File: config.mk
export PLATFORM = sky130hd
export DESIGN_NAME = interrupt_service_controller_flat
export DESIGN_NICKNAME = d
export VERILOG_FILES = /design/src/rtl/interrupt_service_controller_if.sv /design/src/rtl/interrupt_service_controller.sv /design/src/flat_wrapper.sv
export SDC_FILE = /design/constraint.sdc
export NUM_CORES = 1
export LEC_CHECK = 0
export CAP_MARGIN = 20
export CORE_MARGIN = 2
export CORE_UTILIZATION = 42
export DETAILED_ROUTE_END_ITERATION = 10
export PLACE_DENSITY = 0.87
export SLEW_MARGIN = 20
export SYNTH_ARGS = -nofsm -noshare
export SYNTH_HDL_FRONTEND = slang
export SYNTH_SLANG_ARGS = --single-unit
File: constraint.sdc
create_clock -name clkPort -period 2.1 [get_ports clkPort]
set_clock_uncertainty 0.2 [all_clocks]
set_input_delay 0.42 -clock clkPort [delete_from_list [all_inputs] [get_ports clkPort]]
set_output_delay 0.42 -clock clkPort [all_outputs]
set_load 0.02 [all_outputs]
File: src/rtl/interrupt_service_controller_if.sv
// rtl/interrupt_service_controller_if.sv - CPU-side interrupt handshake and EOI bundle
interface interrupt_service_controller_if #(
    parameter int NUM_IRQ = 16,
    parameter int VEC_W   = 8
);
    logic [NUM_IRQ-1:0] grantSignals;
    logic               intAck;
    logic               eoi;
    logic               eoiSpecific;
    logic [3:0]         eoiLevel;
    logic               intReq;
    logic               vectorValid;
    logic [VEC_W-1:0]   vector;
    logic [NUM_IRQ-1:0] pendingClear;
    logic [NUM_IRQ-1:0] inService;

    modport master (
        output grantSignals, intAck, eoi, eoiSpecific, eoiLevel,
        input  intReq, vectorValid, vector, pendingClear, inService
    );

    modport slave (
        input  grantSignals, intAck, eoi, eoiSpecific, eoiLevel,
        output intReq, vectorValid, vector, pendingClear, inService
    );
endinterface

File: src/rtl/interrupt_service_controller.sv
// rtl/interrupt_service_controller.sv - nesting interrupt handshake FSM with in-service register
module interrupt_service_controller #(
    parameter int               NUM_IRQ      = 16,
    parameter int               VEC_W        = 8,
    parameter logic [VEC_W-1:0] VECTOR_BASE  = 8'h20,
    parameter logic [VEC_W-1:0] SPURIOUS_VEC = 8'hFF
) (
    input  logic                          clkPort,
    input  logic                          Reset,
    interrupt_service_controller_if.slave bus
);
    localparam int IDX_W = $clog2(NUM_IRQ);

    typedef enum logic [1:0] {IDLE, REQ, DELIVER, RELEASE} state_t;

    state_t             r_state;
    logic               r_int_req;
    logic               r_vector_valid;
    logic [VEC_W-1:0]   r_vector;
    logic [NUM_IRQ-1:0] r_pending_clear;
    logic [NUM_IRQ-1:0] r_isr;

    logic [IDX_W-1:0]   w_hi_idx;
    logic               w_isr_any;
    logic [IDX_W-1:0]   w_grant_idx;
    logic               w_grant_any;
    logic [NUM_IRQ-1:0] w_grant_oh;
    logic               w_eligible;
    logic [NUM_IRQ-1:0] w_eoi_clr;
    logic [NUM_IRQ-1:0] w_isr_set;
    logic               w_take;

    // Descending scan so the last hit is the lowest index, i.e. highest priority.
    always_comb begin
        w_hi_idx    = '0;
        w_isr_any   = 1'b0;
        w_grant_idx = '0;
        w_grant_any = 1'b0;
        for (int i = NUM_IRQ - 1; i >= 0; i--) begin
            if (r_isr[i]) begin
                w_hi_idx  = i[IDX_W-1:0];
                w_isr_any = 1'b1;
            end
            if (bus.grantSignals[i]) begin
                w_grant_idx = i[IDX_W-1:0];
                w_grant_any = 1'b1;
            end
        end
    end

    assign w_grant_oh = w_grant_any ? ({{(NUM_IRQ-1){1'b0}}, 1'b1} << w_grant_idx) : '0;
    assign w_eligible = w_grant_any && (!w_isr_any || (w_grant_idx < w_hi_idx));
    assign w_take     = (r_state == REQ) && bus.intAck;
    assign w_isr_set  = w_take ? w_grant_oh : '0;

    // Non-specific EOI isolates the lowest set ISR bit of the pre-update register.
    always_comb begin
        w_eoi_clr = '0;
        if (bus.eoi) begin
            if (bus.eoiSpecific)
                w_eoi_clr = {{(NUM_IRQ-1){1'b0}}, 1'b1} << bus.eoiLevel;
            else
                w_eoi_clr = r_isr & (~r_isr + {{(NUM_IRQ-1){1'b0}}, 1'b1});
        end
    end

    always_ff @(posedge clkPort) begin
        if (Reset) begin
            r_state         <= IDLE;
            r_int_req       <= 1'b0;
            r_vector_valid  <= 1'b0;
            r_vector        <= '0;
            r_pending_clear <= '0;
            r_isr           <= '0;
        end else begin
            // Set applied after clear so a coincident EOI on the same bit loses.
            r_isr           <= (r_isr & ~w_eoi_clr) | w_isr_set;
            r_vector_valid  <= 1'b0;
            r_pending_clear <= '0;
            case (r_state)
                IDLE: begin
                    if (w_eligible) begin
                        r_state   <= REQ;
                        r_int_req <= 1'b1;
                    end
                end
                REQ: begin
                    if (bus.intAck) begin
                        r_state        <= DELIVER;
                        r_int_req      <= 1'b0;
                        r_vector_valid <= 1'b1;
                        if (w_grant_any) begin
                            r_vector        <= VECTOR_BASE + VEC_W'(w_grant_idx);
                            r_pending_clear <= w_grant_oh;
                        end else begin
                            r_vector <= SPURIOUS_VEC;
                        end
                    end else if (!w_eligible) begin
                        r_state   <= IDLE;
                        r_int_req <= 1'b0;
                    end
                end
                DELIVER: r_state <= RELEASE;
                RELEASE: begin
                    if (!bus.intAck)
                        r_state <= IDLE;
                end
                default: begin
                    r_state   <= IDLE;
                    r_int_req <= 1'b0;
                end
            endcase
        end
    end

    assign bus.intReq       = r_int_req;
    assign bus.vectorValid  = r_vector_valid;
    assign bus.vector       = r_vector;
    assign bus.pendingClear = r_pending_clear;
    assign bus.inService    = r_isr;
endmodule

File: src/flat_wrapper.sv
// flat-port wrapper written by rule: the top's interface ports become plain ports
module interrupt_service_controller_flat 
#(
    parameter int               NUM_IRQ      = 16,
    parameter int               VEC_W        = 8,
    parameter logic [VEC_W-1:0] VECTOR_BASE  = 8'h20,
    parameter logic [VEC_W-1:0] SPURIOUS_VEC = 8'hFF
)
  (clkPort, Reset, bus_grantSignals, bus_intAck, bus_eoi, bus_eoiSpecific, bus_eoiLevel, bus_intReq, bus_vectorValid, bus_vector, bus_pendingClear, bus_inService);
  interrupt_service_controller_if #(.NUM_IRQ(NUM_IRQ), .VEC_W(VEC_W)) bus_i ();
  input  logic clkPort;
  input  logic Reset;
  input wire logic [$bits(bus_i.grantSignals)-1:0] bus_grantSignals;
  input wire logic [$bits(bus_i.intAck)-1:0] bus_intAck;
  input wire logic [$bits(bus_i.eoi)-1:0] bus_eoi;
  input wire logic [$bits(bus_i.eoiSpecific)-1:0] bus_eoiSpecific;
  input wire logic [$bits(bus_i.eoiLevel)-1:0] bus_eoiLevel;
  output wire logic [$bits(bus_i.intReq)-1:0] bus_intReq;
  output wire logic [$bits(bus_i.vectorValid)-1:0] bus_vectorValid;
  output wire logic [$bits(bus_i.vector)-1:0] bus_vector;
  output wire logic [$bits(bus_i.pendingClear)-1:0] bus_pendingClear;
  output wire logic [$bits(bus_i.inService)-1:0] bus_inService;
  assign bus_i.grantSignals = bus_grantSignals;
  assign bus_i.intAck = bus_intAck;
  assign bus_i.eoi = bus_eoi;
  assign bus_i.eoiSpecific = bus_eoiSpecific;
  assign bus_i.eoiLevel = bus_eoiLevel;
  assign bus_intReq = bus_i.intReq;
  assign bus_vectorValid = bus_i.vectorValid;
  assign bus_vector = bus_i.vector;
  assign bus_pendingClear = bus_i.pendingClear;
  assign bus_inService = bus_i.inService;
  interrupt_service_controller #(.NUM_IRQ(NUM_IRQ), .VEC_W(VEC_W), .VECTOR_BASE(VECTOR_BASE), .SPURIOUS_VEC(SPURIOUS_VEC)) u_core (.clkPort(clkPort), .Reset(Reset), .bus(bus_i));
endmodule
---- Word level (Yosys, flattened, before mapping) ----
Index checks and enable logic that the tools add are counted.
word-level totals
  input port bits ......................... 25
  bits in registers ....................... 44
  logic and storage cells ................. 115
  output and inout port bits .............. 42
cells by class
  add/sub/neg operators ................... 2
  shift-type cells ........................ 2
  reductions and logical operators ........ 11
  mux-type cells .......................... 79
  $lt $le $gt $ge ......................... 1
  equal/unequal tests ..................... 6
  bitwise operators ....................... 8
operator list
  cell                     number
  $mux W4                  32
  $mux W16                 4
  $mux W1                  36
  $and A16 B16 Y16         2
  $not A16 Y16             2
  $shl A1 B4 Y16 const A   2
  $add A16 B1 Y16 const B  1
  $or A16 B16 Y16          1
  $mux W2                  4
  $mux W8                  1
  $pmux W2 S4              1
  $add A6 B4 Y7 const A    1
  $reduce_and A3 Y1        2
  $eq A2 B2 Y1 const B     2
  $lt A4 B4 Y1             1
  $reduce_or A4 Y1         1
  $ne A3 B3 Y1 const B     1
  $not A1 Y1               3
  $eq A2 B1 Y1 const B     1
  $logic_and A1 B1 Y1      2
  $logic_not A2 Y1         1
  $ne A2 B1 Y1 const B     1
  $ne A2 B2 Y1 const B     1
  $pmux W1 S2              1
  other kinds (5)          5

---- Longest topological paths before layout ----
  depth after elaboration ................. 22
  depth in mapped cells ................... 9
  depth with buffers taken out ............ 9

---- Worst setup path before layout ----
OpenSTA, ideal clock, no wires.
  path type ............................... register -> register
  start point ............................. reg u_core.r_isr[10] (netlist: u_core.bus.inService[10])
  end point ............................... reg u_core.r_state[0]
  stages on the path, launching flop included .. 8
  library setup time ...................... 0.086 ns
  arrival time ............................ 2.010 ns
  clock period less this slack ............ 2.296 ns
  path buffers ............................ 0
  data required time ...................... 1.814 ns
  path slack .............................. -0.196 ns
  cells stage by stage .................... dfxtp_1 -> or4_4 -> nor4b_2 -> nand2b_1 -> ha_1 -> a31oi_1 -> o21ai_1 -> a211oi_1
on the way
  longest elaborated chain between the ends .. 16
  elaborated cells between the ends (all ways) .. 29
  classes of those cells .................. order compare (1); eq/ne (2); mux (22); reduce/logical (4)
ends and longest elaborated chain
  item                                                           RTL line                            source
  start: declaration                                             interrupt_service_controller.sv:21  logic [NUM_IRQ-1:0] r_isr;
  start signal: assignment                                       interrupt_service_controller.sv:77  r_isr <= (r_isr & ~w_eoi_clr) | w_isr_set;
  $mux W4 / $mux W1 (equally long branches) (11 in a row)        interrupt_service_controller.sv:40  if (r_isr[i]) begin
  $lt A4 B4 Y1 / $logic_not A1 Y1 (equally long branches)        interrupt_service_controller.sv:52  assign w_eligible = w_grant_any && (!w_isr_any || (w_grant_idx < w_hi_idx));
  $logic_or A1 B1 Y1 *                                           interrupt_service_controller.sv:52
  $logic_and A1 B1 Y1 *                                          interrupt_service_controller.sv:52
  $ne A3 B3 Y1 (no line) / $ne A2 B1 Y1 (equally long branches)  -
  $reduce_and A3 Y1 (no line) *                                  -
  end signal: assignment                                         interrupt_service_controller.sv:69  r_state <= IDLE;
  end signal: assignment                                         interrupt_service_controller.sv:83  r_state <= REQ;
  end signal: assignment                                         interrupt_service_controller.sv:89  r_state <= DELIVER;
  end: declaration                                               interrupt_service_controller.sv:16  state_t r_state;
Every way passes the cells marked *; elsewhere a longest branch is shown, timed or not.
A chain may end at the register's enable or synchronous reset.

---- Worst setup path after layout ----
  start point ............................. in bus_grantSignals[3]
  end point ............................... reg u_core.r_state[0]
on the way
  longest elaborated chain between the ends .. 9
  elaborated cells between the ends (all ways) .. 14
  classes of those cells .................. order compare (1); eq/ne (2); mux (8); reduce/logical (3)
ends and longest elaborated chain
  item                                                           RTL line                            source
  start: declaration                                             flat_wrapper.sv:13                  input wire logic [$bits(bus_i.grantSignals)-1:0] bus_grantSignals;
  $mux W4 (4 in a row)                                           interrupt_service_controller.sv:44  if (bus.grantSignals[i]) begin
  $lt A4 B4 Y1                                                   interrupt_service_controller.sv:52
  $logic_or A1 B1 Y1                                             interrupt_service_controller.sv:52
  $logic_and A1 B1 Y1 *                                          interrupt_service_controller.sv:52
  $ne A3 B3 Y1 (no line) / $ne A2 B1 Y1 (equally long branches)  -
  $reduce_and A3 Y1 (no line) *                                  -
Marks and branches as above.

==> results by group <==
Global routing
  – GRT Resource Usage Total: 0.283
  – Total grt overflow: 0
  – Initial antenna violation count: 0
  – Global-route wire length before repair: 13.3 mm
  – Vias in the first global route: 2843
  – Largest net degree at the start of global routing: 17

Floorplan
  – Core ar.: around 5000 um^2
  – Die width: 75.9 um
  – Die area: 5760 um^2
  – Top Ports: 67
  – Die H: approximately 76 um
  – Starting Density: 0.431
  – Rows: 26

Timing
  – Final setup fails: 2
  – Final WS setup: -448 ps
  – Slew Limit Fails: 0
  – Slew @ Worst Pin: 453 ps
  – F_max: ~0.39 GHz
  – Min Tclk post-route: about 2500 ps
  – Max transition margin: 0.695
  – Final Cycle Share: 1.21
  – RSZ-0062 raised after global routing: yes
  – Final hold violation count: 0

Route
  – Post-route antenna net violation count: 0
  – Initial drt markers: 298
  – Post-DR wirelength/cell: 18.4 um
  – # DRC: 0
  – Drt pass-1 iters: 5
  – Vias per cell: 5.90
  – Vias: 2902
  – Routed WL: ~9 mm

Synthesis
  – EDFF count, synth: 0
  – Post-Synth Simple-Gate Area: 0.274
  – Post-Syn Nets: 295
  – Mapped Area: between 2000 and 2500 um^2
  – Post-Syn Instances: 268
  – #FFs+latches synth: 42
  – Largest family of logic cells by synthesized area: simple AND/OR/NAND/NOR gates
  – Sequential cell area fraction in the yosys report: 0.387
  – Post-synth ARST share: 0
  – Yosys warns: 0
  – Netlist cell types: 55
  – Prevailing post-synth register cell: dfxtp_1
  – Post-Synth Adder-Cell Area: 0.0115
  – Multiplexer share of the synthesized area: 0.00461
  – XOR/XNOR share of the synthesized area: 0.00806
  – Avg Inst Size Synth: 8.10 um^2
  – Synth Area in Compound Gates: 0.266

Worst setup path
  – WP buf/inv: 1
  – Critical path's top delay family: compound AO/OA/AOI/OAI gates
  – CP required: 2130 ps
  – Critical path type: in2reg
  – Crit-path max FO: 3
  – CP Capture Type: register
  – Crit-path most repeated cell: a211oi_2
  – Crit-path cells: clkdlybuf4s50_1 > nor2_1 > nand2_1 > a211oi_2 > ha_4 > a31oi_2 > o21ai_2 > a211oi_2
  – Largest stage delay, worst path: 470 ps
  – Worst EP arrival: 2580 ps
  – Reg2Reg Setup Slack: -300 ps
  – Critical path launch point type: input pin
  – Slowest CP cell: clkdlybuf4s50_1

CTS
  – CTS sink count: 42
  – Root Driver: clkbuf_8
  – TritonCTS Buffers: 5
  – Clk_lat worst skew: a little over 300 ps
  – CTS tree: yes
  – Clock-pin slew on the worst setup and hold paths: roughly 90 ps
  – CTS H-tree lvls: 2
  – Hold buffer count at CTS: 0
  – Clock tree buffer depth: 2

Worst hold path
  – Hold Path Class: reg2reg

Cells and area
  – Final core occ: 0.771
  – Share of cells above drive strength 1: 0.382
  – # diodes: 0
  – Filler cell count: between 300 and 400
  – Post-layout net count: 448
  – Area of the multi-input gates: 1450 um^2
  – Area grow syn2layout: 79.0%
  – FF+latch area: 851 um^2
  – Commonest non-fill, non-tap cell in the layout: buf_4
  – Most frequent cells in the layout: 80 x buf_4, 52 x clkdlybuf4s50_1, 38 x nor2_1

Power
  – LEAKAGE: 1.65 nW
  – Overall power: 0.00189 W
  – Max VDD drop: 0.000320 V
  – Pwr Density: ~490 nW/um^2

Run
  – Total of max-cap violations: 0

Status
  – Outcome: complete, but fails checks
  – Failing checks: setup timing

Placed design
  – Routability congestion estimate from global placement: around 0.96
  – Dpl hpwl: 5.67 mm
  – Port Buffers: 66
==> report_power, final <==
group,total [W],internal [W],switching (W)
Sequential,0.000839,0.000817,0.0000219
Clock,0.000581,0.000249,0.000333
Combinational,0.000473,0.000229,0.000243
Total,0.00189,0.00129,0.000598
==> what timing repair did <==
action	4_1_cts	5_1_grt
resized for setup	62	28
pin swaps	21	12
gates cloned	0	0
buffers inserted	5	2
endpoints found under the setup margin	28	25
==> synthesized netlist by cell type (all sizes together), types with 3 or more instances <==
master / number / share of area
nor4: 7 / 0.026
nand3: 11 / 0.025
a21oi: 10 / 0.023
nor3: 12 / 0.028
nor4b: 3 / 0.015
a31o: 4 / 0.016
clkbuf: 4 / 0.0069
buf: 4 / 0.014
nand4: 3 / 0.0086
or4: 3 / 0.016
a31oi: 6 / 0.017
o31ai: 4 / 0.014
inv: 15 / 0.026
o21ai: 26 / 0.062
a211oi: 4 / 0.014
nand2: 16 / 0.029
o211ai: 9 / 0.033
dfxtp: 42 / 0.39
and3: 4 / 0.012
nor2: 47 / 0.085
nand2b: 4 / 0.012
==> final cells by class <==
class	instances	share of cell area
Clock buffer	5	0.0177
Clock inverter	3	0.00740
Inverter	16	0.0154
Multi-Input combinational cell	202	0.373
Sequential cell	42	0.219
Tap cell	70	0.0225
Timing Repair Buffer	154	0.345
==> per-layer routing <==
layer,routed length [um],GRT usage,vias up
li1,-,-,1300
met1,3280,0.310,1365
met2,4660,0.517,187
met3,689,0.0488,50
met4,405,0.153,0
met5,0,0,-
==> through the flow <==
stage	setup slack [ps]	TNS, ps	area (um^2)	std cells	hold slack, ps
after floorplan	-169	-290	2180	268	314
after global placement	-713	-14190	3500	477	246
after global routing	-437	-986	3890	492	293
after detailed placement	-758	-16390	3500	477	243
final	-448	-871	3890	492	297
after CTS	-252	-772	3750	490	256
==> sequential cells by signal (all words and copies together), names as in the netlist, named ones only <==
name and cells:
u_core.bus.pendingClear 16, u_core.bus.vectorValid 1, u_core.bus.inService 16, u_core.bus.intReq 1, u_core.bus.vector 6, u_core.r_state 1
==> kinds of logic (layout without fill, tap and decap cells) <==
kind of cell,count (synthesis),count (layout)
buffers and inverters,24,178
DFF,42,42
muxes,1,1
and+or+nand+nor,116,116
AOI/OAI and AO/OA,81,81
adders and majority gates,2,2
xor gates and xnor gates,2,2
==> worst paths after layout <==
check	from	end	depth (start not counted)
min reg2reg	u_core.bus.vector[3]	u_core.bus.vector[3]	2
min	u_core.bus.vector[3]	u_core.bus.vector[3]	2
max	bus_grantSignals[3]	u_core.r_state[0]	8
max reg2reg	u_core.bus.inService[10]	u_core.bus.intReq	7
==> worst min-delay path: stages, from the launching register on <==
cell     delay [ps]
dfxtp_1         320
nand2_1          70
a21oi_1          70
Power figures use the tool's default switching activity.
